## src/rtl/tc_crc_pkg.sv

```systemverilog
// Shared definitions for the telecommand/telemetry CRC-32 blocks.
// CRC flavour is CRC-32/MPEG-2: poly 0x04C11DB7, init 0xFFFFFFFF,
// MSB-first bit order, no reflection, no final XOR. Because there is no
// final XOR, running a frame plus its own CRC bytes through the register
// leaves a zero residue, which is what the receiver checks for.
package tc_crc_pkg;

  localparam logic [31:0] CRC_POLY = 32'h04C11DB7;
  localparam logic [31:0] CRC_INIT = 32'hFFFFFFFF;
  localparam int          CRC_LEN  = 4;

  typedef enum logic [1:0] {
    IDLE = 2'd0,
    DATA = 2'd1,
    CRC  = 2'd2
  } state_t;

  // One byte of CRC update, d[7] shifted in first.
  function automatic logic [31:0] crc32_d8(input logic [31:0] crc, input logic [7:0] d);
    logic [31:0] c;
    logic        fb;
    c = crc;
    for (int i = 7; i >= 0; i--) begin
      fb = c[31] ^ d[i];
      c  = {c[30:0], 1'b0} ^ (fb ? CRC_POLY : 32'h0);
    end
    return c;
  endfunction

endpackage

```

## src/rtl/tc_crc32_check_if.sv

```systemverilog
// Byte-stream bundle between the deframer, the CRC checker and the
// telecommand frame buffer.
//   En_DataI/DataI      : incoming byte stream (payload followed by 4 CRC bytes)
//   En_DataO/DataO      : forwarded payload bytes
//   Frame_Done/Crc_Ok   : end-of-frame pulse and held verdict
//   Frame_Abort         : pulse when a partial frame is dropped on timeout
// master = producer of the input stream / consumer of results,
// slave  = the checker.
interface tc_crc32_check_if;

  logic       En_DataI;
  logic [7:0] DataI;
  logic       En_DataO;
  logic [7:0] DataO;
  logic       Frame_Done;
  logic       Crc_Ok;
  logic       Frame_Abort;

  modport master (
    output En_DataI, DataI,
    input  En_DataO, DataO, Frame_Done, Crc_Ok, Frame_Abort
  );

  modport slave (
    input  En_DataI, DataI,
    output En_DataO, DataO, Frame_Done, Crc_Ok, Frame_Abort
  );

endinterface

```

## src/rtl/tc_crc32_check_crc.sv

```systemverilog
// Purely combinational byte-wide CRC-32/MPEG-2 next-state logic.
// Shared between the TM appender and the TC checker.
//   crc_i  : current CRC register
//   data_i : byte to absorb (bit 7 first)
//   crc_o  : CRC register after absorbing data_i
module crc32_d8_comb
  import tc_crc_pkg::*;
(
  input  logic [31:0] crc_i,
  input  logic [7:0]  data_i,
  output logic [31:0] crc_o
);

  assign crc_o = crc32_d8(crc_i, data_i);

endmodule

```

## src/rtl/tc_crc32_check.sv

```systemverilog
// Receive-side CRC-32 checker for telecommand frames.
// Accepts DATA_LEN payload bytes followed by 4 CRC bytes (MSB byte first),
// forwards the payload with one cycle of latency, strips the CRC and
// reports a pass/fail verdict per frame. Frames stalled mid-way for
// TIMEOUT idle cycles are dropped. Good/bad frame counters saturate.
//   ClkI_Dec8 : byte clock
//   Rst_N     : asynchronous active-low reset
//   bus       : byte stream in / payload out / frame status (slave side)
//   Clr_Cnt   : synchronous clear of both counters, wins over an increment
//   Good_Cnt  : frames that passed the CRC check
//   Bad_Cnt   : frames that failed the check or were aborted
module tc_crc32_check
  import tc_crc_pkg::*;
#(
  parameter int DATA_LEN = 220,
  parameter int TIMEOUT  = 255,
  parameter int CNT_W    = 16
) (
  input  logic             ClkI_Dec8,
  input  logic             Rst_N,
  tc_crc32_check_if.slave  bus,
  input  logic             Clr_Cnt,
  output logic [CNT_W-1:0] Good_Cnt,
  output logic [CNT_W-1:0] Bad_Cnt
);

  localparam logic [7:0] LAST_DATA = 8'(DATA_LEN - 1);
  localparam logic [7:0] LAST_CRC  = 8'(CRC_LEN - 1);
  localparam logic [7:0] LAST_GAP  = 8'(TIMEOUT - 1);

  state_t           state_q,    state_d;
  logic [7:0]       byte_cnt_q, byte_cnt_d;
  logic [7:0]       gap_cnt_q,  gap_cnt_d;
  logic [31:0]      crc_q,      crc_d;
  logic             en_o_q,     en_o_d;
  logic [7:0]       data_o_q,   data_o_d;
  logic             done_q,     done_d;
  logic             ok_q,       ok_d;
  logic             abort_q,    abort_d;
  logic [CNT_W-1:0] good_cnt_q, good_cnt_d;
  logic [CNT_W-1:0] bad_cnt_q,  bad_cnt_d;
  logic             good_inc,   bad_inc;
  logic [31:0]      crc_next;

  crc32_d8_comb u_crc (
    .crc_i  (crc_q),
    .data_i (bus.DataI),
    .crc_o  (crc_next)
  );

  // NOTE: every signal written here gets a default first, so no path can
  // leave it unassigned and infer a latch.
  always_comb begin
    state_d    = state_q;
    byte_cnt_d = byte_cnt_q;
    gap_cnt_d  = gap_cnt_q;
    crc_d      = crc_q;
    en_o_d     = 1'b0;
    data_o_d   = 8'h00;
    done_d     = 1'b0;
    ok_d       = ok_q;
    abort_d    = 1'b0;
    good_inc   = 1'b0;
    bad_inc    = 1'b0;

    if (bus.En_DataI) begin
      crc_d     = crc_next;
      gap_cnt_d = 8'd0;
      unique case (state_q)
        IDLE: begin
          en_o_d   = 1'b1;
          data_o_d = bus.DataI;
          if (DATA_LEN == 1) begin
            state_d    = CRC;
            byte_cnt_d = 8'd0;
          end else begin
            state_d    = DATA;
            byte_cnt_d = 8'd1;
          end
        end
        DATA: begin
          en_o_d   = 1'b1;
          data_o_d = bus.DataI;
          if (byte_cnt_q == LAST_DATA) begin
            state_d    = CRC;
            byte_cnt_d = 8'd0;
          end else begin
            byte_cnt_d = byte_cnt_q + 8'd1;
          end
        end
        CRC: begin
          if (byte_cnt_q == LAST_CRC) begin
            // Residue check: a clean frame plus its CRC leaves zero.
            state_d    = IDLE;
            byte_cnt_d = 8'd0;
            done_d     = 1'b1;
            ok_d       = (crc_next == 32'h0);
            good_inc   = (crc_next == 32'h0);
            bad_inc    = (crc_next != 32'h0);
            crc_d      = CRC_INIT;
          end else begin
            byte_cnt_d = byte_cnt_q + 8'd1;
          end
        end
        default: state_d = IDLE;
      endcase
    end else if (state_q != IDLE) begin
      // Idle cycle inside a frame: count towards the abort threshold.
      if (gap_cnt_q == LAST_GAP) begin
        abort_d    = 1'b1;
        bad_inc    = 1'b1;
        state_d    = IDLE;
        byte_cnt_d = 8'd0;
        gap_cnt_d  = 8'd0;
        crc_d      = CRC_INIT;
      end else begin
        gap_cnt_d = gap_cnt_q + 8'd1;
      end
    end
  end

  // Clear wins over a same-cycle increment; increments stop at all-ones.
  always_comb begin
    good_cnt_d = good_cnt_q;
    bad_cnt_d  = bad_cnt_q;
    if (Clr_Cnt) begin
      good_cnt_d = '0;
      bad_cnt_d  = '0;
    end else begin
      if (good_inc && !(&good_cnt_q)) good_cnt_d = good_cnt_q + 1'b1;
      if (bad_inc  && !(&bad_cnt_q))  bad_cnt_d  = bad_cnt_q  + 1'b1;
    end
  end

  // NOTE: state registers use non-blocking assignments so every flop
  // samples the pre-edge values regardless of statement order.
  always_ff @(posedge ClkI_Dec8 or negedge Rst_N) begin
    if (!Rst_N) begin
      state_q    <= IDLE;
      byte_cnt_q <= 8'd0;
      gap_cnt_q  <= 8'd0;
      crc_q      <= CRC_INIT;
      en_o_q     <= 1'b0;
      data_o_q   <= 8'h00;
      done_q     <= 1'b0;
      ok_q       <= 1'b0;
      abort_q    <= 1'b0;
      good_cnt_q <= '0;
      bad_cnt_q  <= '0;
    end else begin
      state_q    <= state_d;
      byte_cnt_q <= byte_cnt_d;
      gap_cnt_q  <= gap_cnt_d;
      crc_q      <= crc_d;
      en_o_q     <= en_o_d;
      data_o_q   <= data_o_d;
      done_q     <= done_d;
      ok_q       <= ok_d;
      abort_q    <= abort_d;
      good_cnt_q <= good_cnt_d;
      bad_cnt_q  <= bad_cnt_d;
    end
  end

  assign bus.En_DataO    = en_o_q;
  assign bus.DataO       = data_o_q;
  assign bus.Frame_Done  = done_q;
  assign bus.Crc_Ok      = ok_q;
  assign bus.Frame_Abort = abort_q;
  assign Good_Cnt        = good_cnt_q;
  assign Bad_Cnt         = bad_cnt_q;

endmodule

```

## src/flat_wrapper.sv

```systemverilog
// flat-port wrapper written by rule: the top's interface ports become plain ports
module tc_crc32_check_flat import tc_crc_pkg::*;
#(
  parameter int DATA_LEN = 220,
  parameter int TIMEOUT  = 255,
  parameter int CNT_W    = 16
)
  (ClkI_Dec8, Rst_N, Clr_Cnt, Good_Cnt, Bad_Cnt, bus_En_DataI, bus_DataI, bus_En_DataO, bus_DataO, bus_Frame_Done, bus_Crc_Ok, bus_Frame_Abort);
  tc_crc32_check_if bus_i ();
  input  logic ClkI_Dec8;
  input  logic Rst_N;
  input  logic Clr_Cnt;
  output logic [CNT_W-1:0] Good_Cnt;
  output logic [CNT_W-1:0] Bad_Cnt;
  input wire logic [$bits(bus_i.En_DataI)-1:0] bus_En_DataI;
  input wire logic [$bits(bus_i.DataI)-1:0] bus_DataI;
  output wire logic [$bits(bus_i.En_DataO)-1:0] bus_En_DataO;
  output wire logic [$bits(bus_i.DataO)-1:0] bus_DataO;
  output wire logic [$bits(bus_i.Frame_Done)-1:0] bus_Frame_Done;
  output wire logic [$bits(bus_i.Crc_Ok)-1:0] bus_Crc_Ok;
  output wire logic [$bits(bus_i.Frame_Abort)-1:0] bus_Frame_Abort;
  assign bus_i.En_DataI = bus_En_DataI;
  assign bus_i.DataI = bus_DataI;
  assign bus_En_DataO = bus_i.En_DataO;
  assign bus_DataO = bus_i.DataO;
  assign bus_Frame_Done = bus_i.Frame_Done;
  assign bus_Crc_Ok = bus_i.Crc_Ok;
  assign bus_Frame_Abort = bus_i.Frame_Abort;
  tc_crc32_check #(.DATA_LEN(DATA_LEN), .TIMEOUT(TIMEOUT), .CNT_W(CNT_W)) u_core (.ClkI_Dec8(ClkI_Dec8), .Rst_N(Rst_N), .bus(bus_i), .Clr_Cnt(Clr_Cnt), .Good_Cnt(Good_Cnt), .Bad_Cnt(Bad_Cnt));
endmodule
```

## config.mk

```make
export PLATFORM = sky130hd
export DESIGN_NAME = tc_crc32_check_flat
export DESIGN_NICKNAME = d
export VERILOG_FILES = /design/src/rtl/tc_crc_pkg.sv /design/src/rtl/tc_crc32_check_if.sv /design/src/rtl/tc_crc32_check_crc.sv /design/src/rtl/tc_crc32_check.sv /design/src/flat_wrapper.sv
export SDC_FILE = /design/constraint.sdc
export NUM_CORES = 1
export LEC_CHECK = 0
export ABC_AREA = 0
export CORE_ASPECT_RATIO = 0.75
export CORE_MARGIN = 1
export CORE_UTILIZATION = 57
export DETAILED_ROUTE_END_ITERATION = 8
export PLACE_DENSITY_LB_ADDON = 0.2
export SKIP_CTS_REPAIR_TIMING = 1
export SLEW_MARGIN = 0
export SYNTH_ARGS = -nofsm -noshare
export SYNTH_HDL_FRONTEND = slang
export SYNTH_HIERARCHICAL = 1
export SYNTH_SLANG_ARGS = --single-unit
```

## constraint.sdc

```tcl
create_clock -name ClkI_Dec8 -period 4.1 [get_ports ClkI_Dec8]
set_input_delay 0.615 -clock ClkI_Dec8 [delete_from_list [all_inputs] [get_ports ClkI_Dec8]]
set_output_delay 0.615 -clock ClkI_Dec8 [all_outputs]
set_load 0.02 [all_outputs]
```

==> out/results.ini, run 1 <==
[routing]
vias=3942
vias_per_cell=5.97
drt_first_pass_iters=9
wl_per_cell_um=17.5
antenna_left=0
drc=5
finalWirelength_um=11600
drtIter0Drc=324

[worst_setup_path]
reg2reg_to=u_core/Good_Cnt[4]
crit_type=in2reg
crit_chain=clkdlybuf4s50_1 > xnor2_2 > buf_4 > xnor2_1 > xor2_1 > xnor2_1 > nor4_1 > nand4_1 > a2111oi_2 > buf_4 > nand4_1 > or3_1 > nand2_1
path_max_fanout=11
worstPathRequired_ns=4.39
end_kind=register
crit_arrival_ns=4.05
critPathBufInv=3
start_kind=input pin
crit_path_top_delay_cell=clkdlybuf4s50_1
reg2reg_from=u_core/crc_q[31]
r2r_setup_slack_ns=0.62
cp.depth=13
cp_top_family=simple AND/OR/NAND/NOR gates
rr_worst_depth=12
cpPeakStageDelay_ns=0.46

[synthesis]
syn_nets=500
yosys_warnings=6
async_reset_ff_share_pct=100
ys_seq_area_share_pct=46.6
synthCells=479
synth-edff-count=0
synth_area_mm2=0.00514
synth_cell_type_count=50
synth_area_per_cell_um2=10.7
synth_flop_cell=dfrtp_1
ys_ff_latch=94

[grt]
overflow=0
antenna_found_initial=0
grt_max_degree=45
grt_pass1_vias=3752
grt_use_total_pct=26.2
grt_pass1_wl_um=19300

[sta]
setup_violations=0
fmax_mhz=266
period_minus_slack_ns=3.76
rsz0062_at_grt=false
hold_viol=0
finalCritPeriodShare_pct=91.8
final.setup.worst_slack_ns=0.336
max-slew-margin-rel_pct=19.8
drv_slew=0
fin_skew_ns=0.00909
worstMarginPinSlew_ns=1.20

[power_and_ir_drop]
ir_drop_uv=594
p_sw_share_pct=38.6
clkPwrFrac_pct=16.9
internal-power_w=0.00348
p_seq_share_pct=25.6
p_comb_share_pct=57.5
p_leak_nw=2.56
p_per_area_mw_per_mm2=902
switchingPower_w=0.00218

[placed_design]
place.detailed.hpwl_um=8080
io_buffers=55
gp_congestion=0.924
dp_slack_ns=-0.0870

[layout]
n_fill_cell=639
areaGrowthSynthToFinish_pct=22.1
layout_common_cells=62 x dfrtp_1, 54 x clkdlybuf4s50_1, 48 x xnor2_1
final_common_cell=dfrtp_1
nets=568
drive_gt1_share_pct=16.3
postLayoutCoreUtil_pct=73.0
num_antenna_cells=0

[clock_tree]
cts_buffers=9
cts_tree=built
cts_buffer_depth=2
path_clk_slew_ns=0.07
clock_latency_ns=0.35
htreeDepth=3
root_buffer=clkbuf_16
cts.sinks=94

[outcome]
violations=design-rule violations
status=finished with violations

[floorplan]
core_mm2=0.00860
dieWidth_um=112
row_count=29
die-area_mm2=0.00940
start_util_pct=59.8
die_y_um=84.2
io_pins=56

[run]
drv_cap=0

[worst_hold_path]
hold_path_class=in2async

[flip-flops by register name, summed over array words and instances (netlist names)]
| name | cells |
|---|---|
| u_core/bus.Crc_Ok | 1 |
| u_core/bus.En_DataO | 1 |
| u_core/crc_q | 32 |
| u_core/bus.Frame_Abort | 1 |
| u_core/bus.DataO | 8 |
| u_core/Good_Cnt | 16 |
| u_core/byte_cnt_q | 8 |
| u_core/state_q | 2 |
| u_core/Bad_Cnt | 16 |
| u_core/gap_cnt_q | 8 |
| u_core/bus.Frame_Done | 1 |
[synthesized netlist by cell type (2+ instances only)]
| cell | count | area [um^2] |
|---|---|---|
| inv_1 | 10 | 37.5 |
| a21oi_1 | 18 | 90.1 |
| xor2_1 | 27 | 236 |
| xnor2_1 | 49 | 429 |
| o22a_1 | 32 | 280 |
| ha_1 | 9 | 113 |
| or4_1 | 5 | 37.5 |
| mux2i_1 | 3 | 30.0 |
| and3_1 | 8 | 50.1 |
| nor2_1 | 36 | 135 |
| buf_1 | 3 | 11.3 |
| o31a_1 | 3 | 26.3 |
| or3_1 | 9 | 56.3 |
| o31ai_1 | 5 | 37.5 |
| nor2b_1 | 3 | 18.8 |
| xnor2_2 | 8 | 130 |
| dfstp_2 | 32 | 841 |
| nand3_1 | 17 | 85.1 |
| clkbuf_1 | 14 | 52.6 |
| xnor2_4 | 2 | 55.1 |
| nand2_1 | 22 | 82.6 |
| nand2b_1 | 5 | 31.3 |
| xor3_1 | 2 | 47.6 |
| nand4_1 | 15 | 93.8 |
| nor4_1 | 10 | 62.6 |
| dfrtp_1 | 62 | 1550 |
| a21o_1 | 3 | 22.5 |
| and2_1 | 10 | 62.6 |
| and4_1 | 8 | 70.1 |
| o21ba_2 | 2 | 20.0 |
| o21ai_0 | 21 | 105 |
| nor3_1 | 8 | 40.0 |
[worst max-delay path by stage]
stage	startpoint	end	slack, ns
finish	bus_DataI[7]	u_core/Good_Cnt[4]	0.34
global route	bus_DataI[7]	u_core/Good_Cnt[4]	0.02
CTS	bus_DataI[4]	u_core/Good_Cnt[4]	0.23
detailed placement	bus_DataI[4]	u_core/Good_Cnt[4]	-0.09
global placement	bus_DataI[7]	u_core/Good_Cnt[4]	0.04
floorplan	bus_DataI[7]	u_core/Good_Cnt[9]	0.63
[power groups by stage]
stage          logic, W  registers, W  clock network [W]
6_report        0.00326       0.00145           0.000956
5_1_grt         0.00348       0.00147            0.00101
4_1_cts         0.00313       0.00145           0.000972
3_5_place_dp    0.00310       0.00146                  0
3_3_place_gp    0.00301       0.00146                  0
2_1_floorplan   0.00234       0.00145                  0
[metal layers]
metal / wire (um) / part of all wire, % / GRT usage, % / up-vias
met5: 0 / 0 / 0 / -
met4: 181 / 1.6 / 8.60 / 0
met3: 629 / 5.4 / 6.79 / 22
met2: 5290 / 46 / 39.8 / 117
met1: 5480 / 47 / 36.9 / 1958
li1: - / - / - / 1845
[stage by stage]
stage	cell area, um^2	hold WS [ns]	TNS [ns]	total power (W)	instances
after global placement	5900	0.484	0	0.00446	641
after floorplan	5140	0.319	0	0.00379	479
after global routing	6270	0.314	0	0.00596	660
after detailed placement	5900	0.505	-0.140	0.00456	641
after CTS	6240	0.283	0	0.00555	657
final	6270	0.270	0	0.00566	660
[layout make-up]
type	count	area (um^2)	area share [%]
clock buffers	9	225	3.59
clock inverters	7	120	1.91
inverters	10	37.5	0.598
multi-input cells	356	2650	42.2
flip-flops and latches	94	2390	38.1
well taps	108	135	2.15
repair buffers	76	718	11.4
[cell families after synthesis]
kind of cell | after synthesis | share of synthesized area [%]
compound gates | 91 | 12.3
fa+ha+maj | 9 | 2.19
mux | 4 | 0.804
simple gates | 161 | 16.9
xor+xnor | 91 | 18.9
buf+inv | 29 | 2.29
flops | 94 | 46.6
No activity file was read; power rests on OpenSTA's default activity.
==> inputs of run 2 (changes only) <==
==> constraint.sdc (replaced) <==
create_clock -name ClkI_Dec8 -period 4 [get_ports ClkI_Dec8]
set_input_delay 0.6 -clock ClkI_Dec8 [delete_from_list [all_inputs] [get_ports ClkI_Dec8]]
set_output_delay 0.6 -clock ClkI_Dec8 [all_outputs]
set_load 0.02 [all_outputs]
==> run 2 against run 1 <==
Compared with the run above: the flow still finishes with violations (design-rule violations); combinational power rose by 2%; worst setup slack got worse by 0.18 ns; register-to-register slack got worse by 0.23 ns; global-route usage rose by 0.52 points; critical path depth did not move; cell area rose by 0.66%; non-clock buffer count rose by 1; sequential power rose by 3%; die area did not move; utilization rose by 0.48 points; sequential share of layout area fell by 0.25 points.
==> out/results.ini, run 2 (synthesis gave the netlist of run 1 again) <==
[outcome]
status=finished with violations
violations=design-rule violations

[sta]
rsz0062_at_grt=false
worstMarginPinSlew_ns=1.22
hold_ws_ns=0.304
fmax_mhz=260
max-slew-margin-rel_pct=18.6
fin_tns_setup_ns=0
period_minus_slack_ns=3.84
hold_viol=0
setup_violations=0
drv_slew=0
finalCritPeriodShare_pct=96.0
fin_skew_ns=0.00973

[layout]
multiInputGateArea_mm2=0.00268
largest_reg_flops=32
n_fill_cell=616
postLayoutCoreUtil_pct=73.4
final_common_cell=dfrtp_1
areaGrowthSynthToFinish_pct=22.9
seqCellArea_mm2=0.00239
regMostFlops=u_core/crc_q
layout_common_cells=62 x dfrtp_1, 54 x clkdlybuf4s50_1, 47 x xnor2_1
finalInstanceArea_mm2=0.00632
num_antenna_cells=0
nets=569
drive_gt1_share_pct=16.6

[floorplan]
row_count=29
dieWidth_um=112
io_pins=56
start_util_pct=59.8
die-area_mm2=0.00940
die_y_um=84.2
core_mm2=0.00860

[clock_tree]
cts_buffers=9
root_buffer=clkbuf_16
htreeDepth=3
cts_tree=built
cts_buffer_depth=2
cts.sinks=94
path_clk_slew_ns=0.06
clock_latency_ns=0.35

[routing]
drc=5
finalWirelength_um=11800
vias=3918
drt_first_pass_iters=7
vias_per_cell=5.93
wl_per_cell_um=17.9
antenna_left=0
drtIter0Drc=334

[grt]
antenna_found_initial=0
grt_use_total_pct=26.7
grt_pass1_wl_um=19700
overflow=0
grt_pass1_vias=3971
grt_max_degree=55

[power_and_ir_drop]
p_leak_nw=2.58
p_total_w=0.00580
ir_drop_uv=567
p_per_area_mw_per_mm2=918

[worst_hold_path]
hold_path_class=in2async

[worst_setup_path]
path_max_fanout=11
rr_worst_depth=12
start_kind=input pin
worstPathRequired_ns=4.29
crit_type=in2reg
end_kind=register
crit_arrival_ns=4.13

[placed_design]
dpl_cell_area_mm2=0.00592
place.detailed.hpwl_um=8020
io_buffers=55
gp_congestion=0.897

[run]
drv_cap=0

## run 2: report_power, final
| part | switching [W] | total (W) | leakage [nW] | internal [W] |
|---|---|---|---|---|
| clock | 0.000353 | 0.000979 | 0.171 | 0.000626 |
| combinational | 0.00168 | 0.00333 | 1.22 | 0.00165 |
| sequential | 0.000175 | 0.00149 | 1.19 | 0.00132 |
| total | 0.00220 | 0.00580 | 2.58 | 0.00359 |
## run 2: path summary, 6_finish.rpt
check | endpoint | from | slack [ns]
max | u_core/Good_Cnt[4] | bus_DataI[1] | 0.16
min | u_core/bus.DataO[2] | Rst_N | 0.30
max reg2reg | u_core/Good_Cnt[4] | u_core/crc_q[25] | 0.39
min reg2reg | u_core/byte_cnt_q[1] | u_core/byte_cnt_q[1] | 0.52
max in group asynchronous | u_core/crc_q[6] | Rst_N | 2.85
min in group ClkI_Dec8 | u_core/byte_cnt_q[1] | u_core/byte_cnt_q[1] | 0.52
## run 2: area by class of cell
class	count	share of cell area, %
clock buffers	10	3.78
flip-flops and latches	94	37.9
clock inverters	6	1.70
multi-input cells	356	42.4
inverters	10	0.594
well taps	108	2.14
repair buffers	77	11.5
## run 2: metal layers
| layer | track usage (%) | vias to the layer above | share of wire [%] | routed length (um) |
|---|---|---|---|---|
| met5 | 0 | - | 0 | 0 |
| met4 | 7.62 | 0 | 1.2 | 143 |
| met3 | 5.27 | 15 | 4.4 | 519 |
| met2 | 43.9 | 106 | 47 | 5580 |
| met1 | 36.3 | 1947 | 47 | 5560 |
| li1 | - | 1850 | - | - |
## run 2: per-stage QoR
| stage | setup slack [ns] | std cells |
|---|---|---|
| 3_3_place_gp | 0.00558 | 643 |
| 3_5_place_dp | -0.134 | 643 |
| 4_1_cts | 0.201 | 659 |
| 2_1_floorplan | 0.547 | 479 |
| 6_report | 0.158 | 661 |
| 5_1_grt | 0.0118 | 661 |
## run 2: critical path: stages
cell and delay [ns]:
clkdlybuf4s50_1 0.45, xnor2_2 0.22, buf_4 0.20, xnor3_2 0.53, xnor2_1 0.28, xnor2_1 0.12, nor4_1 0.31, nand4_1 0.22
a2111oi_2 0.39, buf_4 0.25, nand4_1 0.13, or3_1 0.33, nand2_1 0.08
